<file path="src/rtl/cpu_pkg.sv">
// Shared CPU definitions: NOP encoding, reset PC, fetch state
// encoding and the branch target helper used by IF, EX and tests.
package cpu_pkg;

  localparam logic [31:0] CPU_NOP_INST = 32'h0000_0000;
  localparam logic [31:0] CPU_RESET_PC = 32'h0000_0000;

  typedef enum logic [1:0] {
    FS_EMPTY = 2'd0,
    FS_MEM   = 2'd1,
    FS_SKID  = 2'd2
  } fetch_state_t;

  // pc4 + (sext(imm16) << 2), wrapping modulo 2^32
  function automatic logic [31:0] branch_target(
    input logic [31:0] pc4,
    input logic [15:0] imm16
  );
    return pc4 + {{14{imm16[15]}}, imm16, 2'b00};
  endfunction

endpackage

</file>
<file path="src/rtl/skid_buffer.sv">
// One-entry skid buffer holding {inst, pc} across a decode stall.
// Ports: clk, load_i, clear_i (wins over load), data_i, data_o, valid_o.
module skid_buffer #(
  parameter int W = 64
) (
  input  logic         clk,
  input  logic         load_i,
  input  logic         clear_i,
  input  logic [W-1:0] data_i,
  output logic [W-1:0] data_o,
  output logic         valid_o
);

  logic [W-1:0] data_q;
  logic         vld_q;

  always_ff @(posedge clk) begin
    if (clear_i) begin
      vld_q <= 1'b0;
    end else if (load_i) begin
      vld_q  <= 1'b1;
      data_q <= data_i;
    end
  end

  assign data_o  = data_q;
  assign valid_o = vld_q;

endmodule

</file>
<file path="src/rtl/fetch_unit.sv">
// Instruction fetch stage: PC, 1-cycle imem requests, stall skid, redirect.
// Ports: clk, reset, imem_*, if_stall, br_*, if_valid/if_inst/if_pc4.
module fetch_unit
  import cpu_pkg::*;
#(
  parameter logic [31:0] RESET_PC = CPU_RESET_PC,
  parameter int          IMEM_AW  = 10,
  parameter logic [31:0] NOP_INST = CPU_NOP_INST
) (
  input  logic               clk,
  input  logic               reset,
  output logic               imem_en,
  output logic [IMEM_AW-1:0] imem_addr,
  input  logic [31:0]        imem_rdata,
  input  logic               if_stall,
  input  logic               br_taken,
  input  logic [31:0]        br_pc4,
  input  logic [15:0]        br_imm16,
  output logic               if_valid,
  output logic [31:0]        if_inst,
  output logic [31:0]        if_pc4
);

  logic [31:0]  pc_q, pc_d;
  logic [31:0]  req_pc_q, req_pc_d;
  logic         req_vld_q, req_vld_d;
  logic         skid_vld;
  logic         skid_load, skid_clr;
  logic [31:0]  skid_inst, skid_pc;
  logic         hold;
  fetch_state_t st;

  skid_buffer #(.W(64)) u_skid (
    .clk     (clk),
    .load_i  (skid_load),
    .clear_i (skid_clr),
    .data_i  ({imem_rdata, req_pc_q}),
    .data_o  ({skid_inst, skid_pc}),
    .valid_o (skid_vld)
  );

  always_comb begin
    if (skid_vld)       st = FS_SKID;
    else if (req_vld_q) st = FS_MEM;
    else                st = FS_EMPTY;
  end

  assign hold = if_stall & (st != FS_EMPTY);

  always_comb begin
    pc_d      = pc_q;
    req_pc_d  = req_pc_q;
    req_vld_d = req_vld_q;
    skid_load = 1'b0;
    skid_clr  = 1'b0;
    priority case (1'b1)
      reset: begin
        pc_d      = RESET_PC;
        req_pc_d  = '0;
        req_vld_d = 1'b0;
        skid_clr  = 1'b1;
      end
      br_taken: begin
        pc_d      = branch_target(br_pc4, br_imm16);
        req_vld_d = 1'b0;
        skid_clr  = 1'b1;
      end
      hold: begin
        // in-flight read parks in the skid; a full skid just holds
        req_vld_d = 1'b0;
        skid_load = (st == FS_MEM);
      end
      default: begin
        // skid (if any) is consumed while the next read issues
        req_pc_d  = pc_q;
        req_vld_d = 1'b1;
        pc_d      = pc_q + 32'd4;
        skid_clr  = 1'b1;
      end
    endcase
  end

  always_ff @(posedge clk) begin
    if (reset) begin
      pc_q      <= RESET_PC;
      req_pc_q  <= '0;
      req_vld_q <= 1'b0;
    end else begin
      pc_q      <= pc_d;
      req_pc_q  <= req_pc_d;
      req_vld_q <= req_vld_d;
    end
  end

  assign imem_en   = !reset & !br_taken & !hold;
  assign imem_addr = pc_q[IMEM_AW+1:2];

  assign if_valid = (st != FS_EMPTY) & !br_taken & !reset;
  assign if_inst  = !if_valid ? NOP_INST
                  : skid_vld ? skid_inst : imem_rdata;
  assign if_pc4   = reset ? 32'd4
                  : (skid_vld ? skid_pc : req_pc_q) + 32'd4;

endmodule

</file>
<file path="config.mk">
export PLATFORM = sky130hd
export DESIGN_NAME = fetch_unit
export DESIGN_NICKNAME = d
export VERILOG_FILES = /design/src/rtl/cpu_pkg.sv /design/src/rtl/skid_buffer.sv /design/src/rtl/fetch_unit.sv
export SDC_FILE = /design/constraint.sdc
export NUM_CORES = 1
export LEC_CHECK = 0
export CORE_MARGIN = 2
export CORE_UTILIZATION = 27
export CTS_CLUSTER_SIZE = 40
export DETAILED_ROUTE_END_ITERATION = 8
export PLACE_DENSITY = 0.48
export SLEW_MARGIN = 20
export SYNTH_ARGS = -nofsm -noshare
export SYNTH_HDL_FRONTEND = slang
export SYNTH_SLANG_ARGS = --single-unit
</file>
<file path="constraint.sdc">
create_clock -name clk -period 4.15 [get_ports clk]
set_input_delay 0.6225 -clock clk [delete_from_list [all_inputs] [get_ports clk]]
set_output_delay 0.6225 -clock clk [all_outputs]
set_load 0.05 [all_outputs]
</file>
---- Yosys cells after proc, flatten, opt, wreduce, memory -nomap -nowiden ----
Index checks and enable logic that the tools add are counted.
storage, ports and cells
  input port bits ......................... 84
  word-level logic and storage cells ...... 39
  bits in registers ....................... 130
operators by class
  add/subtract/negate cells ............... 3
  mux-type cells .......................... 14
  eq/ne operators ......................... 2
  reduce and logical (&&, ||, !) cells .... 7
  bitwise logic cells ..................... 8
operator list
  cell                                                 count
  2-to-1 mux 32 bit                                    6
  adder 32 x 3 -> 32 bit, second input constant        2
  adder 32 bit                                         1
  2-to-1 mux 1 bit                                     7
  bitwise AND 1 bit                                    5
  AND reduction 2 bit                                  2
  zero test 1 bit                                      3
  inverter 1 bit                                       3
  equality test 2 x 1 -> 1 bit, second input constant  1
  2-to-1 mux 2 bit                                     1
  inequality test 2 bit, second input constant         1
  nonzero test 2 bit                                   1
  OR reduction 2 bit                                   1

---- Depth between registers and ports, before layout ----
  word-level depth ........................ 9
  gate-level depth with buffers ........... 15
  gate-level depth less buffers ........... 11

---- Hierarchy ----
A second synthesis with hierarchy kept.
second synthesis, totals
  cell total of the unflattened synthesis .. 887
  area, all modules ....................... 8076.5 um^2
by module, submodules not included
  module       instances  area each (um^2)  seq. area each (um^2)  cells an instance
  fetch_unit   1          6118.4            1301.2                 820
  skid_buffer  1          1958.1            1941.9                 67

---- Worst setup path before layout ----
OpenSTA, ideal clock, no wires.
  path type ............................... reg-to-output
  start point ............................. register u_skid.vld_q (netlist: u_skid.valid_o)
  end point ............................... output port if_pc4[12]
  data arrival time ....................... 3675 ps
  stages on the path, launching flop included .. 16
  slack ................................... -147 ps
  data required time ...................... 3527 ps
  cells stage by stage .................... dfxtp_1 > buf_6 > buf_6 > buf_4 > buf_2 > buf_2 > mux2_2 > ha_1 > inv_1 > a211oi_2 > nand3_1 > nor2_2 > nand2_1 > xnor2_1 > nor2_1 > a211oi_1
on the way
  longest elaborated chain between the ends .. 3
RTL lines
  item                    RTL line           text
  start, declared         skid_buffer.sv:15  logic vld_q;
  start signal, assigned  skid_buffer.sv:19  vld_q <= 1'b0;
  start signal, assigned  skid_buffer.sv:21  vld_q <= 1'b1;
  2-to-1 mux 32 bit       fetch_unit.sv:102  : (skid_vld ? skid_pc : req_pc_q) + 32'd4;
  adder 32 x 3 -> 32 bit  fetch_unit.sv:102
  2-to-1 mux 32 bit       fetch_unit.sv:101  assign if_pc4 = reset ? 32'd4
  end, declared           fetch_unit.sv:21   output logic [31:0] if_pc4
No other way between the ends.

---- Final worst setup path ----
  start point ............................. register u_skid.vld_q (netlist: u_skid.valid_o)
  end point ............................... output port if_pc4[15]
Same word-level chain as after synthesis.

==> metrics.md <==
| Metric | Value |
|---|---|
| Status | `complete, no violations` |
| DIE WIDTH | `176 um` |
| Area Overhead vs Synth | `31.1%` |
| ANT nets after route | `0` |
| Period utilization | `0.912` |
| Post-synth cell types | `67` |
| Top Ports | `160` |
| Vias in the first global route | `6451` |
| Leading area contributor after synthesis | `edfxtp_1` |
| Rel. slew slack | `0.500` |
| Post-synthesis register bit count | `130` |
| Worst Path Buf+Inv | `2` |
| Top FF cell, synth | `dfxtp_1` |
| CORE AREA | `28900 sq um` |
| Filler instances | `3019` |
| Std cell rows | `62` |
| Final critical-path required period | `around 3.8 ns` |
| Gpl congestion | `0.828` |
| FF/Latch Area | `around 3200 sq um` |
| Syn nets | `just under 1k` |
| Total Nets Final | `around 1.1k` |
| Largest net degree at the start of global routing | `71` |
| Post-Synth Adder-Cell Area | `0.0513` |
| Setup repair after global routing missed its margin | `false` |
| Multi-input gate area | `4420 sq um` |
| Clock skew | `0.00885 ns` |
| Final setup viols | `0` |
| Simple-Gate Fraction of Synth Area | `0.189` |
| Worst path max stage delay | `between 0.8 and 0.9 ns` |
| Ys Warns | `0` |
| Worst setup SP type | `flop` |
| EDFF count, synth | `64` |
| PortBufs | `159` |
| Longest Clk Path Bufs | `2` |
| Combinational family with the most area after synthesis | `simple AND/OR/NAND/NOR gates` |
| Total number of vias | `around 6.5k` |
| Final setup TNS | `0 ns` |
| Register area share after synthesis | `0.408` |
| Share of cells above drive strength 1 | `0.0867` |
| Chip Height | `approximately 180 um` |
| First-pass GRT wire length | `roughly 34000 um` |
| Via density | `4.61` |
| Sinks on the clock net | `between 100 and 150` |
| Root buffer cell | `clkbuf_16` |
| Worst-skew pair later-pin latency | `0.42 ns` |
| # resized after CTS | `0` |
| Initial antenna violation count | `1` |
| Overflow after GRT | `0` |
| Crit-path max FO | `58` |
| Area after DPL | `about 9800 sq um` |
| Finished Cell Area | `between 10000 and 15000 sq um` |
| Slew @ Worst Pin | `0.751 ns` |
| GRT Overall Usage | `0.136` |
| CTS buffer count | `17` |
| 1st-iter DRT viols | `338` |
| WS Path Type | `flop to output port` |
| Max Freq | `264 MHz` |
| WP data arrival | `3.16 ns` |
| Initial core utilization | `0.276` |
| Synth Area in XOR/XNOR | `0.0881` |
| CTS tree | `yes` |
| H-tree Lvls | `4` |
| Total Die Area | `30800 sq um` |
| Avg Synthesized Cell Area | `9.10 sq um` |
| Max-slew violations | `0` |
| Final hold violation count | `0` |
| WP data required | `3.53 ns` |
| Power Density | `347 nW/um^2` |
| Area share of the largest cell type after synthesis | `0.242` |
| Pleak | `3.68 nW` |
| Multiplexer share of the synthesized area | `0.0798` |
| 1st-pass router iterations | `5` |
| Hpwl dp | `15600 um` |
| Drc violations | `0` |
| CP Capture Type | `output port` |
| Routed length per instance | `14.7 um` |
| Area contributors post-synth | `edfxtp_1 24%, dfxtp_1 17%, mux2i_1 7.6%` |
| CP max stage cell | `clkdlybuf4s50_1` |
| Total power | `3.61 mW` |
| Tightest Hold Check Type | `flop to flop` |
| Cell Area, Synth | `7950 sq um` |
| Compound-gate portion of the synthesized area | `0.145` |
| Total wire length | `20800 um` |
| Post-synth ARST share | `0` |
| CTS Hold Bufs | `0` |
| CP top delay family | `buffers and inverters` |
| Worst-path clk slew | `0.06 ns` |
| Cells after Synth | `874` |
| Worst vdd ir | `0.000263 V` |
| Postcts setup bufs | `0` |
| # Max-Cap Violations | `0` |
| CP Cell Sequence | `buf_12 -> nand3_1 -> a22oi_1 -> nand2_2 -> nor4_1 -> xor2_1 -> nor2_1 -> clkdlybuf4s50_1` |
## path summary, 6_finish.rpt
check | start | end | slack, ns | cells after the start
setup reg to reg | u_skid.valid_o | pc_q[29] | 1.50 | 9
hold / removal | pc_q[19] | req_pc_q[19] | 0.46 | 2
hold reg to reg | pc_q[19] | req_pc_q[19] | 0.46 | 2
setup / recovery | u_skid.valid_o | if_pc4[15] | 0.36 | 8
## stage by stage
| step | utilization | cells | worst slack [ns] | hold slack (ns) |
|---|---|---|---|---|
| 2_1_floorplan | - | 874 | 0.277 | 0.422 |
| 3_3_place_gp | 0.341 | 1379 | 0.496 | 0.437 |
| 3_5_place_dp | 0.341 | 1379 | 0.470 | 0.445 |
| 4_1_cts | 0.361 | 1411 | 0.111 | 0.461 |
| 5_1_grt | 0.361 | 1411 | 0.0531 | 0.473 |
| 6_report | 0.361 | 1412 | 0.364 | 0.459 |
## cells by family after synthesis
| logic type | count (synthesis) |
|---|---|
| AO/OA/AOI/OAI | 176 |
| XOR/XNOR | 80 |
| adder cells (fa/ha/maj) | 32 |
| buffers and inverters | 63 |
| flip-flops | 130 |
| multiplexers | 63 |
| AND/OR/NAND/NOR | 330 |
## Yosys cell counts (11+ instances only)
cell / instances
nand2_1: 113
nor2_1: 111
a21oi_1: 73
dfxtp_1: 66
edfxtp_1: 64
mux2i_1: 60
xnor2_1: 41
xor2_1: 39
ha_1: 31
a211oi_1: 29
clkbuf_1: 25
nand3_1: 21
a21o_1: 19
o21ai_0: 16
nor3_1: 15
inv_1: 14
and3_1: 11
buf_4: 11
## worst register-to-register path, stage by stage, from the launching register on
cell and delay (ns):
dfxtp_4 0.40, buf_12 0.22, o21a_1 0.29, nor3_1 0.39, nand2b_1 0.24, nor2_2 0.22, nand4_1 0.24, o21a_1 0.24
nor3_1 0.19, a311oi_1 0.07
## sequential cells by signal, indices dropped and copies added (netlist names)
register / count
u_skid.data_o: 64
req_pc_q: 32
req_vld_q: 1
u_skid.valid_o: 1
pc_q: 32
## where the power goes
group | leakage [nW] | total, mW | switching (mW) | internal, mW
Combinational | 2.29 | 0.700 | 0.397 | 0.302
Sequential | 1.11 | 1.46 | 0.0615 | 1.40
Clock | 0.279 | 1.46 | 0.615 | 0.842
## area by class of cell
class                   instances  area share
multi-input cells             681       0.424
flip-flops and latches        130       0.311
repair buffers                170       0.158
well taps                     384      0.0461
clock buffers                  17      0.0408
clock inverters                15      0.0142
inverters                      14     0.00504
diodes                          1    0.000240
## layer usage
metal	vias up	share of wire	global-route usage
met5	-	0	0
met4	0	0.0085	0.0324
met3	11	0.054	0.0344
met2	162	0.41	0.202
met1	2953	0.52	0.196
li1	3379	-	-
## cell usage in the layout, fill, tap and decap left out, types with 3 or more instances in the layout
| cell type | Yosys | final |
|---|---|---|
| clkdlybuf4s50_1 | 0 | 139 |
| nand2_1 | 113 | 113 |
| nor2_1 | 111 | 110 |
| a21oi_1 | 73 | 73 |
| dfxtp_1 | 66 | 65 |
| edfxtp_1 | 64 | 64 |
| mux2i_1 | 60 | 60 |
| xnor2_1 | 41 | 41 |
| xor2_1 | 39 | 39 |
| ha_1 | 31 | 31 |
| a211oi_1 | 29 | 28 |
| buf_4 | 11 | 24 |
| nand3_1 | 21 | 21 |
| a21o_1 | 19 | 19 |
| clkbuf_16 | 0 | 17 |
| o21ai_0 | 16 | 16 |
| nor3_1 | 15 | 15 |
| inv_1 | 14 | 14 |
| and3_1 | 11 | 11 |
| nand4_1 | 10 | 10 |
| nand3b_1 | 8 | 8 |
| and2_1 | 6 | 6 |
| inv_6 | 0 | 6 |
| or3_1 | 5 | 5 |
| o21a_1 | 5 | 5 |
| nand2b_1 | 5 | 5 |
| nor2_2 | 4 | 5 |
| nor2b_1 | 5 | 5 |
| o211ai_1 | 4 | 4 |
| dlymetal6s2s_1 | 0 | 4 |
| a31oi_1 | 3 | 3 |
| mux2_2 | 3 | 3 |
Power figures use the tool's default switching activity.
